File: config.mk
export PLATFORM = sky130hd
export DESIGN_NAME = fetch_stage_flat
export DESIGN_NICKNAME = d
export VERILOG_FILES = /design/src/rtl/fetch_stage_if.sv /design/src/rtl/fetch_stage.sv /design/src/flat_wrapper.sv
export SDC_FILE = /design/constraint.sdc
export NUM_CORES = 1
export LEC_CHECK = 0
export CAP_MARGIN = 30
export CELL_PAD_IN_SITES_DETAIL_PLACEMENT = 0
export CELL_PAD_IN_SITES_GLOBAL_PLACEMENT = 2
export CORE_ASPECT_RATIO = 0.7
export CORE_UTILIZATION = 37
export DETAILED_ROUTE_END_ITERATION = 6
export PLACE_DENSITY = 0.91
export SYNTH_ARGS = -nofsm -noshare
export SYNTH_HDL_FRONTEND = slang
export SYNTH_SLANG_ARGS = --single-unit
File: constraint.sdc
create_clock -name clock -period 15.1 [get_ports clock]
set_input_delay 2.265 -clock clock [delete_from_list [all_inputs] [get_ports clock]]
set_output_delay 2.265 -clock clock [all_outputs]
set_load 0.03 [all_outputs]
File: src/rtl/fetch_stage_if.sv
// Fetch-stage bus bundle: instruction-memory request/response and the decode handshake.
// master = fetch stage side, slave = memory + decode side.
interface fetch_stage_if #(
  parameter int WORD_SIZE = 32
);
  logic                 imem_req_valid;
  logic                 imem_req_ready;
  logic [WORD_SIZE-1:0] imem_req_addr;
  logic                 imem_resp_valid;
  logic [WORD_SIZE-1:0] imem_resp_data;
  logic [WORD_SIZE-1:0] instruction;
  logic [WORD_SIZE-1:0] instruction_pc;
  logic                 instruction_valid;
  logic                 instruction_ready;

  modport master (
    output imem_req_valid, imem_req_addr, instruction, instruction_pc, instruction_valid,
    input  imem_req_ready, imem_resp_valid, imem_resp_data, instruction_ready
  );

  modport slave (
    input  imem_req_valid, imem_req_addr, instruction, instruction_pc, instruction_valid,
    output imem_req_ready, imem_resp_valid, imem_resp_data, instruction_ready
  );
endinterface

File: src/rtl/fetch_stage.sv
// Instruction fetch: owns the PC, issues credit-limited in-order requests, buffers
// responses in a small FIFO for decode, and flushes on redirect.
module fetch_stage #(
  parameter int                   WORD_SIZE  = 32,
  parameter logic [WORD_SIZE-1:0] RESET_PC   = '0,
  parameter int                   FIFO_DEPTH = 2
) (
  input  logic                 clock,
  input  logic                 reset,
  input  logic                 redirect_valid,
  input  logic [WORD_SIZE-1:0] redirect_pc,
  fetch_stage_if.master        bus
);
  localparam int CW = $clog2(FIFO_DEPTH) + 1;
  localparam int AW = $clog2(FIFO_DEPTH);
  localparam logic [CW:0]   DEPTH_W = (CW+1)'(FIFO_DEPTH);
  localparam logic [CW-1:0] FULL_C  = CW'(FIFO_DEPTH);

  logic [WORD_SIZE-1:0] pc_q, pc_d, resp_pc_q, resp_pc_d;
  logic [CW-1:0]        outst_q, outst_d, drop_q, drop_d, count_q, count_d;
  logic [AW-1:0]        wptr_q, wptr_d, rptr_q, rptr_d;
  logic [WORD_SIZE-1:0] data_mem [FIFO_DEPTH];
  logic [WORD_SIZE-1:0] pc_mem   [FIFO_DEPTH];

  logic                 req_valid, accept, resp, push, pop, instr_valid;
  logic [WORD_SIZE-1:0] target;

  assign target = {redirect_pc[WORD_SIZE-1:2], 2'b00};

  // Credit rule: in-flight plus buffered never exceeds the FIFO, so a push always fits.
  always_comb begin
    req_valid   = !reset && !redirect_valid &&
                  (({1'b0, outst_q} + {1'b0, count_q}) < DEPTH_W);
    accept      = req_valid && bus.imem_req_ready;
    resp        = bus.imem_resp_valid;
    push        = resp && !redirect_valid && (drop_q == '0);
    instr_valid = !reset && !redirect_valid && (count_q != '0);
    pop         = instr_valid && bus.instruction_ready;
  end

  assign bus.imem_req_valid    = req_valid;
  assign bus.imem_req_addr     = pc_q;
  assign bus.instruction_valid = instr_valid;
  assign bus.instruction       = data_mem[rptr_q];
  assign bus.instruction_pc    = pc_mem[rptr_q];

  always_comb begin
    pc_d      = pc_q;
    resp_pc_d = resp_pc_q;
    outst_d   = outst_q + CW'(accept) - CW'(resp);
    drop_d    = drop_q;
    count_d   = count_q;
    wptr_d    = wptr_q;
    rptr_d    = rptr_q;
    if (redirect_valid) begin
      // Everything still in flight (including already-pending drops) must be discarded.
      pc_d      = target;
      resp_pc_d = target;
      count_d   = '0;
      wptr_d    = '0;
      rptr_d    = '0;
      drop_d    = outst_q - CW'(resp);
    end else begin
      if (accept) pc_d = pc_q + WORD_SIZE'(4);
      if (resp && (drop_q != '0)) drop_d = drop_q - CW'(1);
      if (push) begin
        resp_pc_d = resp_pc_q + WORD_SIZE'(4);
        wptr_d    = wptr_q + AW'(1);
      end
      if (pop) rptr_d = rptr_q + AW'(1);
      count_d = count_q + CW'(push) - CW'(pop);
    end
  end

  always_ff @(posedge clock) begin
    if (reset) begin
      pc_q      <= RESET_PC;
      resp_pc_q <= RESET_PC;
      outst_q   <= '0;
      drop_q    <= '0;
      count_q   <= '0;
      wptr_q    <= '0;
      rptr_q    <= '0;
    end else begin
      pc_q      <= pc_d;
      resp_pc_q <= resp_pc_d;
      outst_q   <= outst_d;
      drop_q    <= drop_d;
      count_q   <= count_d;
      wptr_q    <= wptr_d;
      rptr_q    <= rptr_d;
    end
  end

  always_ff @(posedge clock) begin
    if (push) begin
      data_mem[wptr_q] <= bus.imem_resp_data;
      pc_mem[wptr_q]   <= resp_pc_q;
    end
  end

  always_ff @(posedge clock) begin
    if (!reset && push) assert (count_q != FULL_C);
  end
endmodule
File: src/flat_wrapper.sv
// flat-port wrapper written by rule: the top's interface ports become plain ports
module fetch_stage_flat 
#(
  parameter int                   WORD_SIZE  = 32,
  parameter logic [WORD_SIZE-1:0] RESET_PC   = '0,
  parameter int                   FIFO_DEPTH = 2
)
  (clock, reset, redirect_valid, redirect_pc, bus_imem_req_valid, bus_imem_req_addr, bus_instruction, bus_instruction_pc, bus_instruction_valid, bus_imem_req_ready, bus_imem_resp_valid, bus_imem_resp_data, bus_instruction_ready);
  fetch_stage_if #(.WORD_SIZE(WORD_SIZE)) bus_i ();
  input  logic clock;
  input  logic reset;
  input  logic redirect_valid;
  input  logic [WORD_SIZE-1:0] redirect_pc;
  output wire logic [$bits(bus_i.imem_req_valid)-1:0] bus_imem_req_valid;
  output wire logic [$bits(bus_i.imem_req_addr)-1:0] bus_imem_req_addr;
  output wire logic [$bits(bus_i.instruction)-1:0] bus_instruction;
  output wire logic [$bits(bus_i.instruction_pc)-1:0] bus_instruction_pc;
  output wire logic [$bits(bus_i.instruction_valid)-1:0] bus_instruction_valid;
  input wire logic [$bits(bus_i.imem_req_ready)-1:0] bus_imem_req_ready;
  input wire logic [$bits(bus_i.imem_resp_valid)-1:0] bus_imem_resp_valid;
  input wire logic [$bits(bus_i.imem_resp_data)-1:0] bus_imem_resp_data;
  input wire logic [$bits(bus_i.instruction_ready)-1:0] bus_instruction_ready;
  assign bus_imem_req_valid = bus_i.imem_req_valid;
  assign bus_imem_req_addr = bus_i.imem_req_addr;
  assign bus_instruction = bus_i.instruction;
  assign bus_instruction_pc = bus_i.instruction_pc;
  assign bus_instruction_valid = bus_i.instruction_valid;
  assign bus_i.imem_req_ready = bus_imem_req_ready;
  assign bus_i.imem_resp_valid = bus_imem_resp_valid;
  assign bus_i.imem_resp_data = bus_imem_resp_data;
  assign bus_i.instruction_ready = bus_instruction_ready;
  fetch_stage #(.WORD_SIZE(WORD_SIZE), .RESET_PC(RESET_PC), .FIFO_DEPTH(FIFO_DEPTH)) u_core (.clock(clock), .reset(reset), .redirect_valid(redirect_valid), .redirect_pc(redirect_pc), .bus(bus_i));
endmodule
==> impl_metrics.env, run 1 <==
export IMPL_startpoint="redirect_valid"
export IMPL_wl_per_cell_microns=17.51
export IMPL_area_delta_synth_final_pct=29.96
export IMPL_drive_gt1_frac=0.1389
export IMPL_core_sq_um=21850
export IMPL_path_cells="clkdlybuf4s50_1, buf_4, or2_1, nor2_1, clkdlybuf4s50_1"
export IMPL_synth_area_per_cell_sq_um=12.73
export IMPL_r2r_start="u_core.count_q[0]"
export IMPL_grt_setup_unrepaired="no"
export IMPL_fp_dieW_microns=180.9
export IMPL_hold_buffers=0
export IMPL_dp_final_hpwl_microns=13100
export IMPL_h_tree_depth=4
export IMPL_setup_violations=0
export IMPL_layout_commonest_cell="clkdlybuf4s50_1"
export IMPL_design_area_sq_um=10770
export IMPL_status="finished, final reports clean"
export IMPL_cts_sinks=193
export IMPL_power_density_nw_per_um2=112.4
export IMPL_synth_edff_count=124
export IMPL_clock_latency_ps=430
export IMPL_stdcell_count=1103
export IMPL_routed_wl_microns=19310
export IMPL_grt_antenna_before_repair=0
export IMPL_final_util=0.4930
export IMPL_ys_flop_type="edfxtp_1"
export IMPL_fillCellCount=1960
export IMPL_syn_area_sq_um=8287
export IMPL_critPathArrivalTime_ps=4390
export IMPL_yosysWarnings=0
export IMPL_timing_final_crit_share=0.4407
export IMPL_die_h_microns=127.2
export IMPL_grt_pass1_wl_microns=30700
export IMPL_cts_clk_slew_worst_paths_ps=70
export IMPL_critical_path_class="in -> out"
export IMPL_setup_tns_ps=0
export IMPL_synth_cells=651
export IMPL_final_cell_mix="clkdlybuf4s50_1 (160), edfxtp_1 (124), dfxtp_1 (68)"
export IMPL_grt_pass1_vias=5447
export IMPL_drcViolationCount=0
export IMPL_grt_max_degree=63
export IMPL_holdCritPathClass="reg -> reg"
export IMPL_cp_required_ps=12840
export IMPL_synth_cell_types=57
export IMPL_num_rows=45
export IMPL_crit_slowest_cell="clkdlybuf4s50_1"
export IMPL_drv_slew=0
export IMPL_dieArea_sq_um=23010
export IMPL_ir_drop_mv=0.07593
export IMPL_cp_end_kind="output pin"
export IMPL_numCtsBuffers=17
export IMPL_max_clock_freq_mhz=150.3
export IMPL_min_from="u_core.resp_pc_q[7]"
export IMPL_gp_congestion=0.7923
export IMPL_multi_input_area_sq_um=2943
export IMPL_ys_seq_elements=193
export IMPL_grt_usage=0.1748
export IMPL_antenna_cells=0
export IMPL_viasPerCell=5.080
export IMPL_postPlaceCellArea_sq_um=10170
export IMPL_slew_headroom=0.4037
export IMPL_post_place_cells=1071
export IMPL_dr_pass1_iters=4
export IMPL_cts_tree="done"
export IMPL_post_cts_setup_buffer_count=0
export IMPL_crit_path_start_kind="input pin"
export IMPL_hold_viol_final=0
export IMPL_grt_ovfl_total=0
export IMPL_area_sequential_sq_um=5106
export IMPL_drv_cap=0
export IMPL_ys_async_sr_fraction=0
export IMPL_cts_resized=0
export IMPL_worst_pin_slew_ps=894.4
export IMPL_ys_seq_area_frac=0.6160
export IMPL_drt_iter0_drc=325
export IMPL_path_max_fanout=42
export IMPL_cp_common_cell="clkdlybuf4s50_1"
export IMPL_max_stage_delay_ps=620
export IMPL_final_nets=886
export IMPL_root_buffer="clkbuf_16"
export IMPL_detail_route_antenna_nets=0
export IMPL_initial_core_util=0.3793
export IMPL_period_minus_slack_ps=6655
export IMPL_p_leak_nw=3.742
export IMPL_r2r_slack_ps=12180
export IMPL_ios=168
export IMPL_vias=5603
export IMPL_clk_path_buf_depth=2
export IMPL_io_buffers=161
export IMPL_finClkSkew_ps=9.459
synth_stat cells (all sizes together), types with 6 or more instances:
| cell type | number | area, sq um |
|---|---|---|
| edfxtp | 124 | 3724 |
| dfxtp | 69 | 1381 |
| mux2 | 63 | 709.4 |
| nor2 | 38 | 142.6 |
| nand2 | 36 | 137.6 |
| xor2 | 30 | 262.8 |
| inv | 26 | 97.59 |
| a21oi | 22 | 110.1 |
| nand3 | 22 | 115.1 |
| nand4 | 22 | 137.6 |
| clkbuf | 21 | 80.07 |
| xnor2 | 20 | 175.2 |
| a21boi | 14 | 105.1 |
| a31oi | 13 | 81.33 |
| buf | 13 | 78.83 |
| a211oi | 12 | 90.09 |
| nor4 | 11 | 141.4 |
| and3 | 10 | 62.56 |
| nor3 | 9 | 45.04 |
| and2 | 8 | 50.05 |
| ha | 7 | 87.58 |
| o22ai | 7 | 43.79 |
| a21o | 6 | 45.04 |
| and4 | 6 | 52.55 |
layer usage:
metal / routed length, microns / GRT usage
met4: 79 / 0.03167
met3: 1470 / 0.05815
met2: 8267 / 0.2546
met1: 9492 / 0.2532
met5: 0 / 0
worst max-delay path, delay by kind of cell:
family	cells	cell delay [ps]
AND/OR/NAND/NOR	2	620
buffers and inverters	3	1470
area by class of cell:
type / instances / share of cell area
Clock buffer: 25 / 0.04996
Timing Repair Buffer: 169 / 0.1548
Clock inverter: 7 / 0.006042
Tap cell: 282 / 0.03276
Inverter: 26 / 0.009062
Multi-Input combinational cell: 401 / 0.2733
Sequential cell: 193 / 0.4741
power by group:
group / switching (mW) / leakage, nW / total, mW / internal, mW
sequential: 0.0202 / 1.71 / 0.609 / 0.589
clock: 0.189 / 0.305 / 0.454 / 0.265
combinational: 0.0815 / 1.72 / 0.147 / 0.0656
through the flow:
stage	power (mW)	hold slack (ps)	setup WS, ps
floorplan	0.7006	445.3	7436
global placement	0.7657	470.7	8452
detailed placement	0.7680	484.3	8425
CTS	1.226	501.5	8425
global route	1.262	514.0	8312
finish	1.210	498.6	8445
sequential cells by signal, summed over array words and instances (netlist names), named ones only:
| name | cells |
|---|---|
| u_core.rptr_q | 1 |
| u_core.bus.imem_req_addr | 30 |
| u_core.pc_mem | 60 |
| u_core.resp_pc_q | 30 |
| u_core.count_q | 2 |
| u_core.drop_q | 2 |
| u_core.outst_q | 2 |
| u_core.wptr_q | 1 |
| u_core.data_mem | 64 |
final timing paths:
kind                                  to  depth (start not counted)
min reg2reg          u_core.pc_mem[0][7]                          0
max                bus_instruction_valid                          5
max reg2reg  u_core.bus.imem_req_addr[8]                         10
min                  u_core.pc_mem[0][7]                          0
cell families after synthesis:
kind of cell,synth area share
muxes,0.09165
buffers and inverters,0.03095
other,0.0004525
AOI/OAI and AO/OA,0.07686
adders and majority gates,0.01298
DFF,0.6160
and+or+nand+nor,0.1182
xor gates and xnor gates,0.05285
(Power assumes the default switching activity.)
==> run 2: changes to the inputs <==
--- a/config.mk
+++ b/config.mk
@@ -9,9 +9,9 @@
 export CELL_PAD_IN_SITES_DETAIL_PLACEMENT = 0
 export CELL_PAD_IN_SITES_GLOBAL_PLACEMENT = 2
 export CORE_ASPECT_RATIO = 0.7
-export CORE_UTILIZATION = 37
+export CORE_UTILIZATION = 34
 export DETAILED_ROUTE_END_ITERATION = 6
-export PLACE_DENSITY = 0.91
+export PLACE_DENSITY = 0.85
 export SYNTH_ARGS = -nofsm -noshare
 export SYNTH_HDL_FRONTEND = slang
 export SYNTH_SLANG_ARGS = --single-unit
==> constraint.sdc (replaced) <==
create_clock -name clock -period 6.5 [get_ports clock]
set_input_delay 0.975 -clock clock [delete_from_list [all_inputs] [get_ports clock]]
set_output_delay 0.975 -clock clock [all_outputs]
set_load 0.03 [all_outputs]
==> run 2 against run 1 <==
Net effect: register-to-register slack got worse by 8600 ps; combinational power rose by 130%; critical path depth fell by 1; critical path type unchanged; critical endpoint is now bus_imem_req_valid; largest cell class unchanged.
==> impl_metrics.env, run 2 (same netlist as run 1, synthesis figures left out) <==
export IMPL_grt_pass1_wl_microns=31170
export IMPL_max_clock_freq_mhz=244.4
export IMPL_clock_latency_ps=440
export IMPL_switching_power_mw=0.7097
export IMPL_area_delta_synth_final_pct=30.50
export IMPL_cts_clk_slew_worst_paths_ps=70
export IMPL_fillCellCount=2226
export IMPL_core_sq_um=23760
export IMPL_regMostFlops="u_core.data_mem"
export IMPL_antenna_cells=0
export IMPL_dr_pass1_iters=5
export IMPL_detail_route_antenna_nets=0
export IMPL_cp_required_ps=5520
export IMPL_ios=168
export IMPL_drv_cap=0
export IMPL_power_internal_mw=2.095
export IMPL_path_max_fanout=13
export IMPL_setup_tns_ps=0
export IMPL_reg_largest_list="u_core.data_mem (64), u_core.pc_mem (60)"
export IMPL_crit_path_start_kind="input pin"
export IMPL_grt_antenna_before_repair=0
export IMPL_cts_sinks=193
export IMPL_final_util=0.4552
export IMPL_initial_core_util=0.3488
export IMPL_hold_buffers=0
export IMPL_fp_dieW_microns=188.6
export IMPL_dieArea_sq_um=25010
export IMPL_ir_drop_mv=0.2049
export IMPL_io_buffers=161
export IMPL_grt_setup_unrepaired="no"
export IMPL_power_density_nw_per_um2=259.4
export IMPL_dp_final_hpwl_microns=13600
export IMPL_worstHoldPathCells=0
export IMPL_critical_path_class="in -> out"
export IMPL_final_cell_mix="clkdlybuf4s50_1 (160), edfxtp_1 (124), dfxtp_1 (68)"
export IMPL_viasPerCell=4.939
export IMPL_combPwrFrac=0.123
export IMPL_cp_end_kind="output pin"
export IMPL_drv_slew=0
export IMPL_timing_final_crit_share=0.6294
export IMPL_hold_viol_final=0
export IMPL_reg2regPathDepth=10
export IMPL_status="finished, final reports clean"
export IMPL_finClkSkew_ps=18.23
export IMPL_gp_congestion=0.7818
export IMPL_cts_tree="done"
export IMPL_slew_headroom=0.4071
export IMPL_layout_commonest_cell="clkdlybuf4s50_1"
export IMPL_p_leak_nw=3.743
export IMPL_post_cts_setup_buffer_count=0
export IMPL_wl_per_cell_microns=17.42
export IMPL_worst_pin_slew_ps=889.4
export IMPL_area_sequential_sq_um=5106
export IMPL_final_nets=887
export IMPL_drcViolationCount=0
export IMPL_die_h_microns=132.6
export IMPL_grt_pass1_vias=5550
export IMPL_multi_input_area_sq_um=2943
export IMPL_grt_max_degree=63
export IMPL_setup_violations=0
export IMPL_root_buffer="clkbuf_16"
export IMPL_switching_share=0.2530
export IMPL_vias=5631
export IMPL_period_minus_slack_ps=4091
export IMPL_critPathArrivalTime_ps=3120
export IMPL_grt_usage=0.1625
export IMPL_largest_register_ff_count=64
export IMPL_h_tree_depth=4
export IMPL_clockPowerShare=0.373
export IMPL_clk_path_buf_depth=2
export IMPL_num_rows=47
export IMPL_routed_wl_microns=19850
export IMPL_drt_iter0_drc=261
export IMPL_cts_resized=0
export IMPL_holdCritPathClass="reg -> reg"
export IMPL_drive_gt1_frac=0.1423
export IMPL_pwr_share_seq=0.504
export IMPL_numCtsBuffers=17
export IMPL_grt_ovfl_total=0
[run 2: per-layer routing]
layer / global-route usage / part of all wire / vias up
met4: 0.03539 / 0.0066 / 0
met5: 0 / 0 / -
met2: 0.2326 / 0.42 / 151
met3: 0.04801 / 0.061 / 11
met1: 0.2403 / 0.51 / 2751
li1: - / - / 2718
[run 2: final timing paths]
| kind | from | slack [ps] | endpoint |
|---|---|---|---|
| worst min register to register | u_core.resp_pc_q[7] | 510 | u_core.pc_mem[0][7] |
| worst min-delay path | u_core.resp_pc_q[7] | 510 | u_core.pc_mem[0][7] |
| worst max-delay path | redirect_valid | 2410 | bus_imem_req_valid |
| worst max register to register | u_core.count_q[0] | 3560 | u_core.bus.imem_req_addr[8] |
[run 2: power groups by stage]
stage	Clock, mW	Sequential (mW)	Combinational [mW]
floorplan	0	1.45	0.173
global placement	0	1.44	0.343
detailed placement	0	1.44	0.344
CTS	1.08	1.41	0.348
global route	1.13	1.42	0.369
finish	1.05	1.41	0.344
[run 2: worst max-delay path, cell delays in order]
cell and delay, ps:
clkdlybuf4s50_1 680, or2_1 550, nor3_1 210, clkdlybuf4s50_1 700
[run 2: metrics by stage]
stage	instance area [sq um]	hold WS [ps]	instances	setup slack (ps)	power [mW]
2_1_floorplan	8298	445.3	654	126.0	1.628
3_3_place_gp	10220	483.5	1108	2387	1.782
3_5_place_dp	10220	483.3	1108	2389	1.786
4_1_cts	10810	500.3	1140	2389	2.839
5_1_grt	10810	515.9	1140	2283	2.918
6_report	10810	505.9	1140	2409	2.805
[run 2: area by class of cell]
cell class	instances	area share
clock inverter	11	0.007521
inverter	26	0.009025
multi-input combinational	401	0.2721
tap	318	0.03679
sequential	193	0.4722
timing repair buffer	170	0.1548
clock buffer	21	0.04755
==> run 3: changes to the inputs <==
--- a/config.mk
+++ b/config.mk
@@ -9,9 +9,9 @@
 export CELL_PAD_IN_SITES_DETAIL_PLACEMENT = 0
 export CELL_PAD_IN_SITES_GLOBAL_PLACEMENT = 2
 export CORE_ASPECT_RATIO = 0.7
-export CORE_UTILIZATION = 34
+export CORE_UTILIZATION = 31
 export DETAILED_ROUTE_END_ITERATION = 6
-export PLACE_DENSITY = 0.85
+export PLACE_DENSITY = 0.82
 export SYNTH_ARGS = -nofsm -noshare
 export SYNTH_HDL_FRONTEND = slang
 export SYNTH_SLANG_ARGS = --single-unit
==> constraint.sdc (replaced) <==
create_clock -name clock -period 3.35 [get_ports clock]
set_input_delay 0.5025 -clock clock [delete_from_list [all_inputs] [get_ports clock]]
set_output_delay 0.5025 -clock clock [all_outputs]
set_load 0.03 [all_outputs]
==> run 3 against run 2 <==
Net effect: power up 91%; cell area is 1.4% higher; combinational power up 99%; via count is essentially flat.
==> impl_metrics.env, run 3 (same netlist as run 1, synthesis figures left out) <==
export IMPL_final_util=0.4229
export IMPL_max_clock_freq_mhz=343.9
export IMPL_grt_pass1_vias=5562
export IMPL_clk_path_buf_depth=2
export IMPL_core_sq_um=25930
export IMPL_r2r_start="u_core.count_q[0]"
export IMPL_viasPerCell=4.744
export IMPL_largest_register_ff_count=64
export IMPL_regMostFlops="u_core.data_mem"
export IMPL_grt_pass1_wl_microns=32370
export IMPL_ios=168
export IMPL_dp_final_hpwl_microns=14310
export IMPL_dieArea_sq_um=27400
export IMPL_period_minus_slack_ps=2908
export IMPL_ir_drop_mv=0.3725
export IMPL_p_leak_nw=3.757
export IMPL_critical_path_class="reg -> out"
export IMPL_drcViolationCount=0
export IMPL_root_buffer="clkbuf_16"
export IMPL_grt_usage=0.1540
export IMPL_dr_pass1_iters=4
export IMPL_routed_wl_microns=20510
export IMPL_min_from="u_core.resp_pc_q[31]"
export IMPL_power_density_nw_per_um2=488.2
export IMPL_fp_dieW_microns=197.4
export IMPL_final_cell_mix="clkdlybuf4s50_1 (158), edfxtp_1 (124), dfxtp_1 (68)"
export IMPL_reg_largest_list="u_core.data_mem (64), u_core.pc_mem (60)"
export IMPL_die_h_microns=138.8
export IMPL_grt_antenna_before_repair=0
export IMPL_vias=5626
export IMPL_hold_slack_ps=494.0
export IMPL_post_cts_setup_buffer_count=0
export IMPL_hold_viol_final=0
export IMPL_cp_end_kind="output pin"
export IMPL_drv_slew=0
export IMPL_wl_per_cell_microns=17.30
export IMPL_layout_commonest_cell="clkdlybuf4s50_1"
export IMPL_setup_violations=0
export IMPL_hold_buffers=0
export IMPL_status="finished, final reports clean"
export IMPL_h_tree_depth=4
export IMPL_numCtsBuffers=17
export IMPL_final_nets=894
export IMPL_area_delta_synth_final_pct=32.36
export IMPL_timing_final_crit_share=0.8681
export IMPL_gp_congestion=0.7887
export IMPL_critPathArrivalTime_ps=2410
export IMPL_cts_tree="done"
export IMPL_cts_resized=0
export IMPL_holdCritPathClass="reg -> reg"
export IMPL_initial_core_util=0.3195
export IMPL_grt_ovfl_total=0
export IMPL_grt_setup_unrepaired="no"
export IMPL_crit_path_start_kind="register"
export IMPL_cts_clk_slew_worst_paths_ps=80
export IMPL_detail_route_antenna_nets=0
export IMPL_drv_cap=0
export IMPL_antenna_cells=0
export IMPL_clock_latency_ps=440
export IMPL_cts_sinks=193
export IMPL_grt_max_degree=63
export IMPL_num_rows=49
export IMPL_path_max_fanout=24
export IMPL_finClkSkew_ps=8.700
export IMPL_cp_required_ps=2850
export IMPL_drt_iter0_drc=316
export IMPL_power_total_mw=5.355
export IMPL_drive_gt1_frac=0.1520
export IMPL_slew_headroom=0.5070
export IMPL_setup_tns_ps=0
export IMPL_worst_pin_slew_ps=732.7
export IMPL_io_buffers=161
## run 3: area by class of cell
cell class	count	area (sq um)
repair buffers	177	1809
flip-flops and latches	193	5106
multi-input cells	401	2949
fillers	2446	14970
clock buffers	18	450.4
well taps	357	446.7
clock inverters	14	108.9
inverters	26	97.59
## run 3: stage by stage
step / instance area (sq um) / instances / worst slack, ps
floorplan: 8309 / 654 / 313.4
global placement: 10410 / 1154 / 561.0
detailed placement: 10410 / 1154 / 561.9
CTS: 10970 / 1186 / 352.5
global route: 10970 / 1186 / 302.6
finish: 10970 / 1186 / 442.0
## run 3: critical path: stages, from the launching register on
cell and delay [ps]:
dfxtp_2 700, buf_12 260, mux2_2 350, clkdlybuf4s50_1 650
## run 3: worst paths after layout
kind / slack, ps / cells after the start / to
max: 440 / 3 / bus_instruction_pc[15]
max reg2reg: 540 / 8 / u_core.bus.imem_req_addr[14]
min: 490 / 0 / u_core.pc_mem[0][31]
min reg2reg: 490 / 0 / u_core.pc_mem[0][31]
## run 3: power breakdown
part	switching (mW)	internal (mW)	leakage (nW)	total [mW]
registers	0.0914	2.65	1.71	2.74
logic	0.373	0.310	1.79	0.683
clock network	0.929	1.00	0.254	1.93
total	1.39	3.96	3.76	5.35
## run 3: layer usage
layer	part of all wire	wire [microns]	GRT usage	up-vias
li1	-	-	-	2738
met1	0.52	10620	0.2310	2737
met2	0.42	8659	0.2187	140
met3	0.053	1082	0.04086	11
met4	0.0074	152	0.03427	0
met5	0	0	0	-
